--- src/rtl/uart_tx_packetizer_if.sv ---
// ---------------------------------------------------------------------------
// uart_tx_packetizer_if
//
// Purpose: bundles every non-clock signal of uart_tx_packetizer. One side is
// the system (payload producer plus the uart_tx busy flag). The other side is
// the packetizer itself.
//
// Signals:
//   data_strobe        producer -> packetizer  one-cycle write of data
//   data[7:0]          producer -> packetizer  payload byte
//   packet_send        producer -> packetizer  one-cycle packet request
//   uart_tx_active     uart_tx  -> packetizer  transmitter busy flag
//   uart_tx_send_byte  packetizer -> uart_tx   one-cycle byte pulse
//   uart_tx_byte[7:0]  packetizer -> uart_tx   byte, valid with pulse
//   busy               packetizer -> producer  packet in progress
//   fifo_full          packetizer -> producer  FIFO holds DEPTH bytes
//   overflow           packetizer -> producer  sticky dropped-write flag
//
// Modports:
//   master  system side; drives the inputs and observes the outputs.
//   slave   packetizer side.
// ---------------------------------------------------------------------------
interface uart_tx_packetizer_if;
    logic       data_strobe;
    logic [7:0] data;
    logic       packet_send;
    logic       uart_tx_active;
    logic       uart_tx_send_byte;
    logic [7:0] uart_tx_byte;
    logic       busy;
    logic       fifo_full;
    logic       overflow;

    modport master (
        output data_strobe,
        output data,
        output packet_send,
        output uart_tx_active,
        input  uart_tx_send_byte,
        input  uart_tx_byte,
        input  busy,
        input  fifo_full,
        input  overflow
    );

    modport slave (
        input  data_strobe,
        input  data,
        input  packet_send,
        input  uart_tx_active,
        output uart_tx_send_byte,
        output uart_tx_byte,
        output busy,
        output fifo_full,
        output overflow
    );
endinterface

--- src/rtl/uart_tx_packetizer.sv ---
// ---------------------------------------------------------------------------
// uart_tx_packetizer
//
// Purpose: buffers payload bytes in a circular FIFO. On request, it sends the
// FIFO contents to uart_tx as one packet:
//   SYNC_BYTE, LEN_LO, LEN_HI, LEN payload bytes, CSUM
// CSUM is the XOR of LEN_LO, LEN_HI and all payload bytes.
//
// Parameters:
//   DEPTH      FIFO depth in bytes. Must be a power of two, 4..32768.
//   SYNC_BYTE  first byte of every packet.
//
// Ports:
//   clock      system clock
//   reset_n    asynchronous active-low reset
//   bus        uart_tx_packetizer_if.slave; carries the producer inputs, the
//              uart_tx handshake and the status outputs.
//
// All outputs are registered.
// ---------------------------------------------------------------------------
module uart_tx_packetizer #(
    parameter int         DEPTH     = 256,
    parameter logic [7:0] SYNC_BYTE = 8'hA5
) (
    input  logic                  clock,
    input  logic                  reset_n,
    uart_tx_packetizer_if.slave   bus
);
    localparam int AW = $clog2(DEPTH);
    localparam int CW = AW + 1;

    typedef enum logic [2:0] {
        ST_IDLE,
        ST_SYNC,
        ST_LEN_LO,
        ST_LEN_HI,
        ST_DATA,
        ST_CSUM
    } state_t;

    // Handshake sub-phase used in every non-IDLE state.
    // PH_ISSUE: the byte for this state is still owed. It is issued in the
    //   first cycle that uart_tx_active is low, and the pulse is registered
    //   for the following cycle.
    // PH_WAIT_HI: the pulse cycle and after; waits for uart_tx_active to go high.
    // PH_WAIT_LO: waits for uart_tx_active to go low, then advances.
    typedef enum logic [1:0] {
        PH_ISSUE,
        PH_WAIT_HI,
        PH_WAIT_LO
    } phase_t;

    state_t          state_q, state_d;
    phase_t          phase_q, phase_d;
    logic [AW-1:0]   wr_ptr_q, wr_ptr_d;
    logic [AW-1:0]   rd_ptr_q, rd_ptr_d;
    logic [CW-1:0]   count_q, count_d;
    logic [15:0]     len_q, len_d;
    logic [15:0]     left_q, left_d;
    logic [7:0]      csum_q, csum_d;
    logic            send_q, send_d;
    logic [7:0]      byte_q, byte_d;
    logic            busy_q, busy_d;
    logic            full_q, full_d;
    logic            ovf_q, ovf_d;

    logic            fifo_is_full;
    logic            wr_en;
    logic            pop;
    logic            ovf_clr;

    // Payload storage. There is no reset: emptiness is tracked by the
    // pointers and the count. The read is captured in byte_q.
    logic [7:0]      fifo_mem [DEPTH];

    assign fifo_is_full = (count_q == CW'(DEPTH));
    assign wr_en        = bus.data_strobe && !fifo_is_full;

    always_ff @(posedge clock) begin
        if (wr_en) begin
            fifo_mem[wr_ptr_q] <= bus.data;
        end
    end

    always_comb begin
        state_d  = state_q;
        phase_d  = phase_q;
        len_d    = len_q;
        left_d   = left_q;
        csum_d   = csum_q;
        send_d   = 1'b0;
        byte_d   = byte_q;
        busy_d   = busy_q;
        pop      = 1'b0;
        ovf_clr  = 1'b0;

        case (state_q)
            ST_IDLE: begin
                if (bus.packet_send) begin
                    // LEN uses the count before any same-cycle write, so a
                    // byte written in this cycle belongs to the next packet.
                    len_d   = 16'(count_q);
                    left_d  = 16'(count_q);
                    busy_d  = 1'b1;
                    ovf_clr = 1'b1;
                    state_d = ST_SYNC;
                    phase_d = PH_ISSUE;
                end
            end
            default: begin
                case (phase_q)
                    PH_WAIT_HI: begin
                        if (bus.uart_tx_active) begin
                            phase_d = PH_WAIT_LO;
                        end
                    end
                    PH_WAIT_LO: begin
                        if (!bus.uart_tx_active) begin
                            phase_d = PH_ISSUE;
                            case (state_q)
                                ST_SYNC:   state_d = ST_LEN_LO;
                                ST_LEN_LO: state_d = ST_LEN_HI;
                                ST_LEN_HI: state_d = (len_q == 16'd0) ? ST_CSUM : ST_DATA;
                                ST_DATA:   state_d = (left_q == 16'd0) ? ST_CSUM : ST_DATA;
                                default: begin
                                    state_d = ST_IDLE;
                                    busy_d  = 1'b0;
                                end
                            endcase
                        end
                    end
                    default: ;
                endcase
            end
        endcase

        // Issue the owed byte as soon as the transmitter is idle. This also
        // applies in the cycle a state is entered. As a result, the next pulse
        // follows the observed falling edge of uart_tx_active by one cycle.
        if ((state_d != ST_IDLE) && (phase_d == PH_ISSUE) && !bus.uart_tx_active) begin
            send_d  = 1'b1;
            phase_d = PH_WAIT_HI;
            case (state_d)
                ST_SYNC: begin
                    byte_d = SYNC_BYTE;
                    csum_d = 8'h00;
                end
                ST_LEN_LO: begin
                    byte_d = len_q[7:0];
                    csum_d = csum_q ^ len_q[7:0];
                end
                ST_LEN_HI: begin
                    byte_d = len_q[15:8];
                    csum_d = csum_q ^ len_q[15:8];
                end
                ST_DATA: begin
                    byte_d = fifo_mem[rd_ptr_q];
                    csum_d = csum_q ^ fifo_mem[rd_ptr_q];
                    pop    = 1'b1;
                    left_d = left_q - 16'd1;
                end
                default: begin
                    byte_d = csum_q;
                end
            endcase
        end
    end

    // FIFO bookkeeping. Pointers wrap naturally because DEPTH is a power of two.
    always_comb begin
        wr_ptr_d = wr_en ? (wr_ptr_q + AW'(1)) : wr_ptr_q;
        rd_ptr_d = pop   ? (rd_ptr_q + AW'(1)) : rd_ptr_q;
        case ({wr_en, pop})
            2'b10:   count_d = count_q + CW'(1);
            2'b01:   count_d = count_q - CW'(1);
            default: count_d = count_q;
        endcase
        full_d = (count_d == CW'(DEPTH));
        // A write dropped in the accept cycle is a new event, so setting the
        // flag takes priority over clearing it.
        ovf_d  = ovf_q;
        if (ovf_clr) begin
            ovf_d = 1'b0;
        end
        if (bus.data_strobe && fifo_is_full) begin
            ovf_d = 1'b1;
        end
    end

    always_ff @(posedge clock or negedge reset_n) begin
        if (!reset_n) begin
            state_q  <= ST_IDLE;
            phase_q  <= PH_ISSUE;
            wr_ptr_q <= '0;
            rd_ptr_q <= '0;
            count_q  <= '0;
            len_q    <= '0;
            left_q   <= '0;
            csum_q   <= '0;
            send_q   <= 1'b0;
            byte_q   <= '0;
            busy_q   <= 1'b0;
            full_q   <= 1'b0;
            ovf_q    <= 1'b0;
        end else begin
            state_q  <= state_d;
            phase_q  <= phase_d;
            wr_ptr_q <= wr_ptr_d;
            rd_ptr_q <= rd_ptr_d;
            count_q  <= count_d;
            len_q    <= len_d;
            left_q   <= left_d;
            csum_q   <= csum_d;
            send_q   <= send_d;
            byte_q   <= byte_d;
            busy_q   <= busy_d;
            full_q   <= full_d;
            ovf_q    <= ovf_d;
        end
    end

    assign bus.uart_tx_send_byte = send_q;
    assign bus.uart_tx_byte      = byte_q;
    assign bus.busy              = busy_q;
    assign bus.fifo_full         = full_q;
    assign bus.overflow          = ovf_q;
endmodule

--- src/flat_wrapper.sv ---
// flat-port wrapper written by rule: the top's interface ports become plain ports
module uart_tx_packetizer_flat 
#(
    parameter int         DEPTH     = 256,
    parameter logic [7:0] SYNC_BYTE = 8'hA5
)
  (clock, reset_n, bus_data_strobe, bus_data, bus_packet_send, bus_uart_tx_active, bus_uart_tx_send_byte, bus_uart_tx_byte, bus_busy, bus_fifo_full, bus_overflow);
  uart_tx_packetizer_if bus_i ();
  input  logic clock;
  input  logic reset_n;
  input wire logic [$bits(bus_i.data_strobe)-1:0] bus_data_strobe;
  input wire logic [$bits(bus_i.data)-1:0] bus_data;
  input wire logic [$bits(bus_i.packet_send)-1:0] bus_packet_send;
  input wire logic [$bits(bus_i.uart_tx_active)-1:0] bus_uart_tx_active;
  output wire logic [$bits(bus_i.uart_tx_send_byte)-1:0] bus_uart_tx_send_byte;
  output wire logic [$bits(bus_i.uart_tx_byte)-1:0] bus_uart_tx_byte;
  output wire logic [$bits(bus_i.busy)-1:0] bus_busy;
  output wire logic [$bits(bus_i.fifo_full)-1:0] bus_fifo_full;
  output wire logic [$bits(bus_i.overflow)-1:0] bus_overflow;
  assign bus_i.data_strobe = bus_data_strobe;
  assign bus_i.data = bus_data;
  assign bus_i.packet_send = bus_packet_send;
  assign bus_i.uart_tx_active = bus_uart_tx_active;
  assign bus_uart_tx_send_byte = bus_i.uart_tx_send_byte;
  assign bus_uart_tx_byte = bus_i.uart_tx_byte;
  assign bus_busy = bus_i.busy;
  assign bus_fifo_full = bus_i.fifo_full;
  assign bus_overflow = bus_i.overflow;
  uart_tx_packetizer #(.DEPTH(DEPTH), .SYNC_BYTE(SYNC_BYTE)) u_core (.clock(clock), .reset_n(reset_n), .bus(bus_i));
endmodule
--- config.mk ---
export PLATFORM = sky130hd
export DESIGN_NAME = uart_tx_packetizer_flat
export DESIGN_NICKNAME = d
export VERILOG_FILES = /design/src/rtl/uart_tx_packetizer_if.sv /design/src/rtl/uart_tx_packetizer.sv /design/src/flat_wrapper.sv
export SDC_FILE = /design/constraint.sdc
export NUM_CORES = 2
export LEC_CHECK = 0
export CORE_MARGIN = 8
export CORE_UTILIZATION = 40
export DETAILED_ROUTE_END_ITERATION = 16
export HOLD_SLACK_MARGIN = 0.06
export PLACE_DENSITY_LB_ADDON = 0.05
export SLEW_MARGIN = 20
export SYNTH_ARGS = -nofsm -noshare
export SYNTH_HDL_FRONTEND = slang
export SYNTH_SLANG_ARGS = --single-unit
export TNS_END_PERCENT = 30
--- constraint.sdc ---
create_clock -name clock -period 11.8 [get_ports clock]
set_clock_uncertainty 0.2 [all_clocks]
set_input_delay 2.36 -clock clock [delete_from_list [all_inputs] [get_ports clock]]
set_output_delay 2.36 -clock clock [all_outputs]
set_load 0.03 [all_outputs]
* After elaboration in Yosys (flattened, before gate mapping)
Memory sizes are Yosys's and may differ from the RTL's.
Index checks and enable logic that the tools add are counted.
** Cells by class
- Eq/ne operators :: 17
- Muxes and demuxes :: 34
- Reduce and logical (&&, ||, !) cells :: 18
- Bitwise gates (word level) :: 3
- Add/sub/neg operators :: 5
** Operators with widths (number)
- 16-bit two-way mux :: 4
- 8-bit one-hot mux with 4 select lines :: 2
- 16-bit logical NOT :: 2
- 9-bit == test, second input constant :: 2
- 9-bit one-hot mux with 2 select lines :: 1
- 8-bit by 1-bit adder with 8-bit output, second input constant :: 2
- 1-bit two-way mux :: 16
- 16-bit by 1-bit subtractor with 16-bit output, second input constant :: 1
- 8-bit bitwise XOR :: 2
- 3-bit by 2-bit == test with 1-bit output, second input constant :: 4
- 3-bit two-way mux :: 4
- 3-bit one-hot mux with 4 select lines :: 1
- 2-bit two-way mux :: 5
- 9-bit by 1-bit adder with 9-bit output, second input constant :: 1
- 9-bit by 1-bit subtractor with 9-bit output, second input constant :: 1
- 8-bit by 1-bit bitwise XOR with 8-bit output :: 1
- 3-bit by 1-bit == test with 1-bit output, second input constant :: 2
- 3-bit == test, second input constant :: 2
- 2-bit by 1-bit == test with 1-bit output, second input constant :: 2
- 2-bit == test, second input constant :: 2
- 1-bit logical AND :: 4
- 2-bit by 1-bit inequality test with 1-bit output, second input constant :: 2
- 2-bit one-hot mux with 2 select lines :: 1
- 2-bit AND reduction :: 2
- 9 further kinds :: 11
** Word-level totals
- Output and inout bits :: 12
- Bits in writable memories :: 2048
- Bits of input ports :: 13
- Memories :: 1
- Word-level logic and storage cells :: 91
- Register bits after elaboration :: 75
** Memories
- u_core.fifo_mem :: words 256, width 8, read ports 1, clocked after Yosys merged registers in 0, write ports 1, RTL line uart_tx_packetizer.sv:74 : logic [7:0] fifo_mem [DEPTH];

* Logic depth before layout (Yosys ltp)
- Depth in word-level cells :: 13
- Mapped depth :: 23
- Gate-level depth less buffers :: 20

* Least setup slack after synthesis
OpenSTA, ideal clock, no wires.
- Kind :: input-to-reg
- Start :: input bus_uart_tx_active
- End :: register u_core.full_q (netlist: u_core.bus.fifo_full)
- Library setup time :: 0.111 ns
- Path slack :: 5.318 ns
- Cell stages on the path :: 20
- Arrival :: 6.170 ns
- Buffers on the path :: 4
- Data required time :: 11.489 ns
- Cells stage by stage :: and4bb_1 -> nand4_1 -> o311a_1 -> and2_4 -> buf_6 -> clkinv_1 -> nor2_1 -> nand2_1 -> clkinv_1 -> clkbuf_1 -> ha_1 -> clkbuf_1 -> buf_6 -> a21oi_1 -> nor2_1 -> o21ai_0 -> a21oi_1 -> xor2_1 -> or4b_2 -> a2111oi_2
** On the way
- Cells in the longest elaborated chain, start to end :: 10
- Elaborated cells on any way between the ends :: 19
- Classes of those cells :: 4 x eq/ne; 10 x mux; 5 x reduce/logical
** Ends and longest elaborated chain
- start: declaration :: RTL line flat_wrapper.sv:14 : input wire logic [$bits(bus_i.uart_tx_active)-1:0] bus_uart_tx_active;
- 2-bit two-way mux (tied with other cells) :: RTL line uart_tx_packetizer.sv:118 : if (!bus.uart_tx_active) begin
- 2-bit one-hot mux with 2 select lines or 3-bit two-way mux (tied branches) :: RTL line uart_tx_packetizer.sv:111 : case (phase_q)
- 2-bit two-way mux or 3-bit two-way mux (tied branches) :: RTL line uart_tx_packetizer.sv:97 : case (state_q)
- 2-bit logical NOT or 3-bit nonzero test (tied branches) :: RTL line uart_tx_packetizer.sv:140 : if ((state_d != ST_IDLE) && (phase_d == PH_ISSUE) && !bus.uart_tx_active) begin
- 1-bit logical AND (2 in series) :: RTL line uart_tx_packetizer.sv:140
- 1-bit two-way mux * :: RTL line uart_tx_packetizer.sv:140
- 2-bit by 1-bit == test with 1-bit output or 2-bit == test (tied branches) :: RTL line uart_tx_packetizer.sv:173 : case ({wr_en, pop})
- 9-bit one-hot mux with 2 select lines * :: RTL line uart_tx_packetizer.sv:173
- via u_core.count_d[4] :: RTL line uart_tx_packetizer.sv:57 : logic [CW-1:0] count_q, count_d;
- 9-bit == test * :: RTL line uart_tx_packetizer.sv:178 : full_d = (count_d == CW'(DEPTH));
- via u_core.full_d :: RTL line uart_tx_packetizer.sv:64 : logic full_q, full_d;
- end signal: assignment :: RTL line uart_tx_packetizer.sv:217 : full_q <= full_d;
- end: declaration :: RTL line uart_tx_packetizer.sv:64
The timed path passes the listed nets; every way through them passes the cells marked *.
A chain may end at the register's enable or synchronous reset.

* Worst setup path after layout
- Start :: input bus_uart_tx_active
- End :: register u_core.full_q (netlist: u_core.bus.fifo_full)
** On the way
- Cells in the longest elaborated chain, start to end :: 10
- Elaborated cells on any way between the ends :: 19
- Classes of those cells :: 4 x eq/ne; 10 x mux; 5 x reduce/logical
** Ends and longest elaborated chain (RTL line)
- 2-bit two-way mux (tied with other cells) :: uart_tx_packetizer.sv:118
- 2-bit one-hot mux with 2 select lines or 3-bit two-way mux (tied branches) :: uart_tx_packetizer.sv:111
- 2-bit two-way mux or 3-bit two-way mux (tied branches) :: uart_tx_packetizer.sv:97
- 2-bit logical NOT or 3-bit nonzero test (tied branches) :: uart_tx_packetizer.sv:140
- 1-bit logical AND (2 in series) :: uart_tx_packetizer.sv:140
- 1-bit two-way mux * :: uart_tx_packetizer.sv:140
- 2-bit by 1-bit == test with 1-bit output or 2-bit == test (tied branches) :: uart_tx_packetizer.sv:173
- 9-bit one-hot mux with 2 select lines * :: uart_tx_packetizer.sv:173
- 9-bit == test * :: uart_tx_packetizer.sv:178
- via u_core.full_d :: uart_tx_packetizer.sv:64
Marked as above.

==> flow_summary.ini <==
[detailed_routing]
vias = 42300
routed_wl_microns = 253000
routed_via_density = 5.84
ant_nets = 0
first_pass_iters = 7
drc = 0
wl_per_cell_microns = 34.9
first_iter_violations = 4848

[place]
io_buffer_count = 24
dpl.hpwl_microns = 153000
dp.cells = 6823
routabilityCongestion = 0.812

[sta]
min_period_over_period_pct = 64.3
hold_slack_ns = 0.314
hold_viol = 0
period_needed_ns = 7.58
finalSetupViolCount = 0
tns_ns = 0
worst_pin_slew_ns = 1.21
worst_slew_margin_rel_pct = 19.6
drv_slew = 0
rsz0062_at_grt = false
max_freq_mhz = 132

[logic_synthesis]
synthXorXnorAreaFrac_pct = 0.262
postSynthCellCount = 4148
synth_seq_area_share_pct = 75.8
synth_nets = 4172
avgSynthCellArea_sq_um = 20.2
async_reset_ff_share_pct = 3.53
synth-compound-area-share_pct = 3.41
synthAdderAreaFrac_pct = 0.165
synth_edf_count = 2048
synth.distinct_cells = 87
synth_area_sq_um = 83600
synth_simple_gate_area_share_pct = 3.64
synth_flop_cell = edfxtp_1
ys_warn_count = 0
synthMuxAreaShare_pct = 15.1
synth_top_family_by_area = multiplexers
ys_ff_latch = 2123

[global_routing]
busiest_layer = met2
antenna_found_initial = 16
grt_max_degree = 141
grt_pass1_wl_microns = 354000
grt_pass1_vias = 42800
use_met1_pct = 32.7
grt_overflow = 0
use_met2_pct = 35.6
grt_util_all_layers_pct = 22.4
grt_use_met3_pct = 3.81

[floorplan]
start_util_pct = 40.0
fp.dieH_microns = 473
die-area_sq_um = 224000
rows = 168
coreArea_sq_um = 209000
dieWidth_microns = 473
ios = 25

[setup_path]
path_class = input port to flop
startpoint = bus_uart_tx_active
worstSetupEndpointType = flop
r2r_cells = 21
timing.rr.start = u_core.left_q[0]$_DFF_PN0_
cp.arrival_ns = 8.10
cp-start-kind = input port
cpPeakStageDelay_ns = 0.60
r2r_end = u_core.bus.fifo_full$_DFF_PN0_
regToRegSetupSlack_ns = 5.53
crit_fanout = 18
setup.worst_path.end = u_core.bus.fifo_full$_DFF_PN0_
path_cells = clkdlybuf4s50_1, nand2b_1, o21ai_0, and2_1, inv_1, nand2_1, nor2_1, buf_4, nand2_1, clkinv_1, ha_1, o31a_1, a21oi_1, nor3_1, a21oi_1, nor3_1, o21ai_0, mux2_2, xor2_1, a2111oi_2
cp.required_ns = 12.32
crit_path_top_delay_cell = clkinv_1

[layout]
nets = 4269
syn_to_final_growth_pct = 12.9
fin_cells = 7250
drive_gt1_share_pct = 22.2
post-route-util_pct = 45.2

[clocking]
clkSinkCount = 2123
clockRootBuffer = clkbuf_16
cts_resized = 0
cts_buffers = 224
cts_tree = yes
post-cts-setup-buffer-count = 0
clk_pin_slew_ns = 0.06
postCtsHoldBufs = 0
htree_levels = 4
cts_buffer_depth = 3
clock_latency_ns = 0.85

[pwr]
vdd.ir_drop.worst_v = 0.000194
totalPowerFinal_w = 0.0190
power_density_nw_per_um2 = 201
p_leak_nw = 28.4

[worst_hold_path]
hold_class = flop to flop

[run_status]
status = completed

[job]
maxCapViolations = 0
[registers in the layout, summed over array words and instances (netlist names), 2 cells and up]
name and count:
u_core.rd_ptr_q 8, u_core.fifo_mem 2048, u_core.wr_ptr_q 8, u_core.count_q 9, u_core.left_q 16, u_core.csum_q 8
u_core.state_q 3, u_core.bus.uart_tx_byte 8, u_core.len_q 9, u_core.phase_q 2
[metal layers]
| metal | wire (microns) | up-vias | part of all wire, % |
|---|---|---|---|
| li1 | - | 17400 | - |
| met1 | 112000 | 23100 | 44 |
| met2 | 119000 | 1533 | 47 |
| met3 | 16400 | 321 | 6.5 |
| met4 | 5540 | 0 | 2.2 |
| met5 | 0 | - | 0 |
[where the power goes]
group	total, W	internal [W]	switching, W
registers	0.00860	0.00842	0.000179
logic	0.00331	0.00136	0.00195
clock network	0.00709	0.00409	0.00300
[per-stage QoR]
step                      instance area [sq um]  worst slack, ns
after floorplan                           83600             5.32
after global placement                    87000             3.52
after detailed placement                  87000             3.50
after CTS                                 94300             4.38
after global routing                      94400             3.72
final                                     94400             4.22
[cells in the final DEF (no fill, tap or decap), types with 8 or more instances in the layout]
| cell type | count |
|---|---|
| a211oi_1 | 12 |
| diode_2 | 9 |
| dfrtp_1 | 69 |
| buf_12 | 11 |
| mux2i_1 | 111 |
| xnor2_1 | 19 |
| edfxtp_1 | 2048 |
| ha_1 | 11 |
| mux2_2 | 14 |
| buf_4 | 79 |
| o22ai_1 | 42 |
| or3_1 | 8 |
| clkinv_2 | 36 |
| and3_1 | 13 |
| o221ai_1 | 8 |
| a21oi_1 | 85 |
| clkdlybuf4s50_1 | 15 |
| clkbuf_1 | 43 |
| a22oi_1 | 114 |
| nand3_1 | 33 |
| clkinv_1 | 62 |
| o21ai_0 | 47 |
| nand2_1 | 127 |
| clkbuf_16 | 227 |
| nand4_1 | 16 |
| nor3_1 | 29 |
| nand2b_1 | 15 |
| a31oi_1 | 10 |
| inv_1 | 22 |
| mux4_2 | 503 |
| nand2_2 | 16 |
| bufinv_16 | 26 |
| nor2b_1 | 13 |
| nor2_1 | 338 |
| nor4_1 | 16 |
| o211ai_1 | 17 |
| clkinvlp_4 | 13 |
[cells in the mapped netlist (42+ instances only)]
library cell,n,share of area [%]
edfxtp_1,2048,74
mux4_2,503,14
nor2_1,341,1.5
nand2_1,143,0.64
a22oi_1,114,1.0
mux2i_1,111,1.3
clkbuf_1,107,0.48
a21oi_1,85,0.51
dfrtp_1,75,2.2
buf_2,61,0.37
buf_4,55,0.49
o21ai_0,47,0.28
o22ai_1,42,0.31
[cell families (layout without fill, tap and decap cells)]
family,after synthesis,count (layout)
adder cells (fa/ha/maj),11,11
XOR/XNOR,25,25
buffers and inverters,270,558
multiplexers,628,628
flip-flops,2123,2123
AND/OR/NAND/NOR,675,675
AO/OA/AOI/OAI,416,416
other,0,9
[worst min path at each step]
| stage | from | to | slack [ns] | cells after the start |
|---|---|---|---|---|
| 3_5_place_dp | u_core.left_q[15]$_DFF_PN0_ | u_core.left_q[15]$_DFF_PN0_ | 0.29 | 1 |
| 6_report | u_core.bus.overflow$_DFFE_PN0P_ | u_core.bus.overflow$_DFFE_PN0P_ | 0.31 | 2 |
| 5_1_grt | u_core.left_q[15]$_DFF_PN0_ | u_core.left_q[15]$_DFF_PN0_ | 0.32 | 1 |
| 2_1_floorplan | u_core.left_q[15]$_DFF_PN0_ | u_core.left_q[15]$_DFF_PN0_ | 0.25 | 1 |
| 4_1_cts | u_core.left_q[15]$_DFF_PN0_ | u_core.left_q[15]$_DFF_PN0_ | 0.30 | 1 |
| 3_3_place_gp | u_core.left_q[15]$_DFF_PN0_ | u_core.left_q[15]$_DFF_PN0_ | 0.30 | 1 |
[critical path: cells and delay by family]
kind	cells	cell delay, ns
and+or+nand+nor	7	1.51
buffers and inverters	4	1.61
xor gates and xnor gates	1	0.18
muxes	1	0.38
AOI/OAI and AO/OA	6	1.40
adders and majority gates	1	0.60
[cell type report]
type	count	area [sq um]
Antenna cell	9	22.5
Clock buffer	271	5860
Clock inverter	146	1450
Fill cell	17700	114000
Inverter	27	101
Multi-Input combinational cell	1755	18900
Sequential cell	2123	63400
Tap cell	2805	3510
Timing Repair Buffer	114	1100
(Power assumes the default switching activity.)
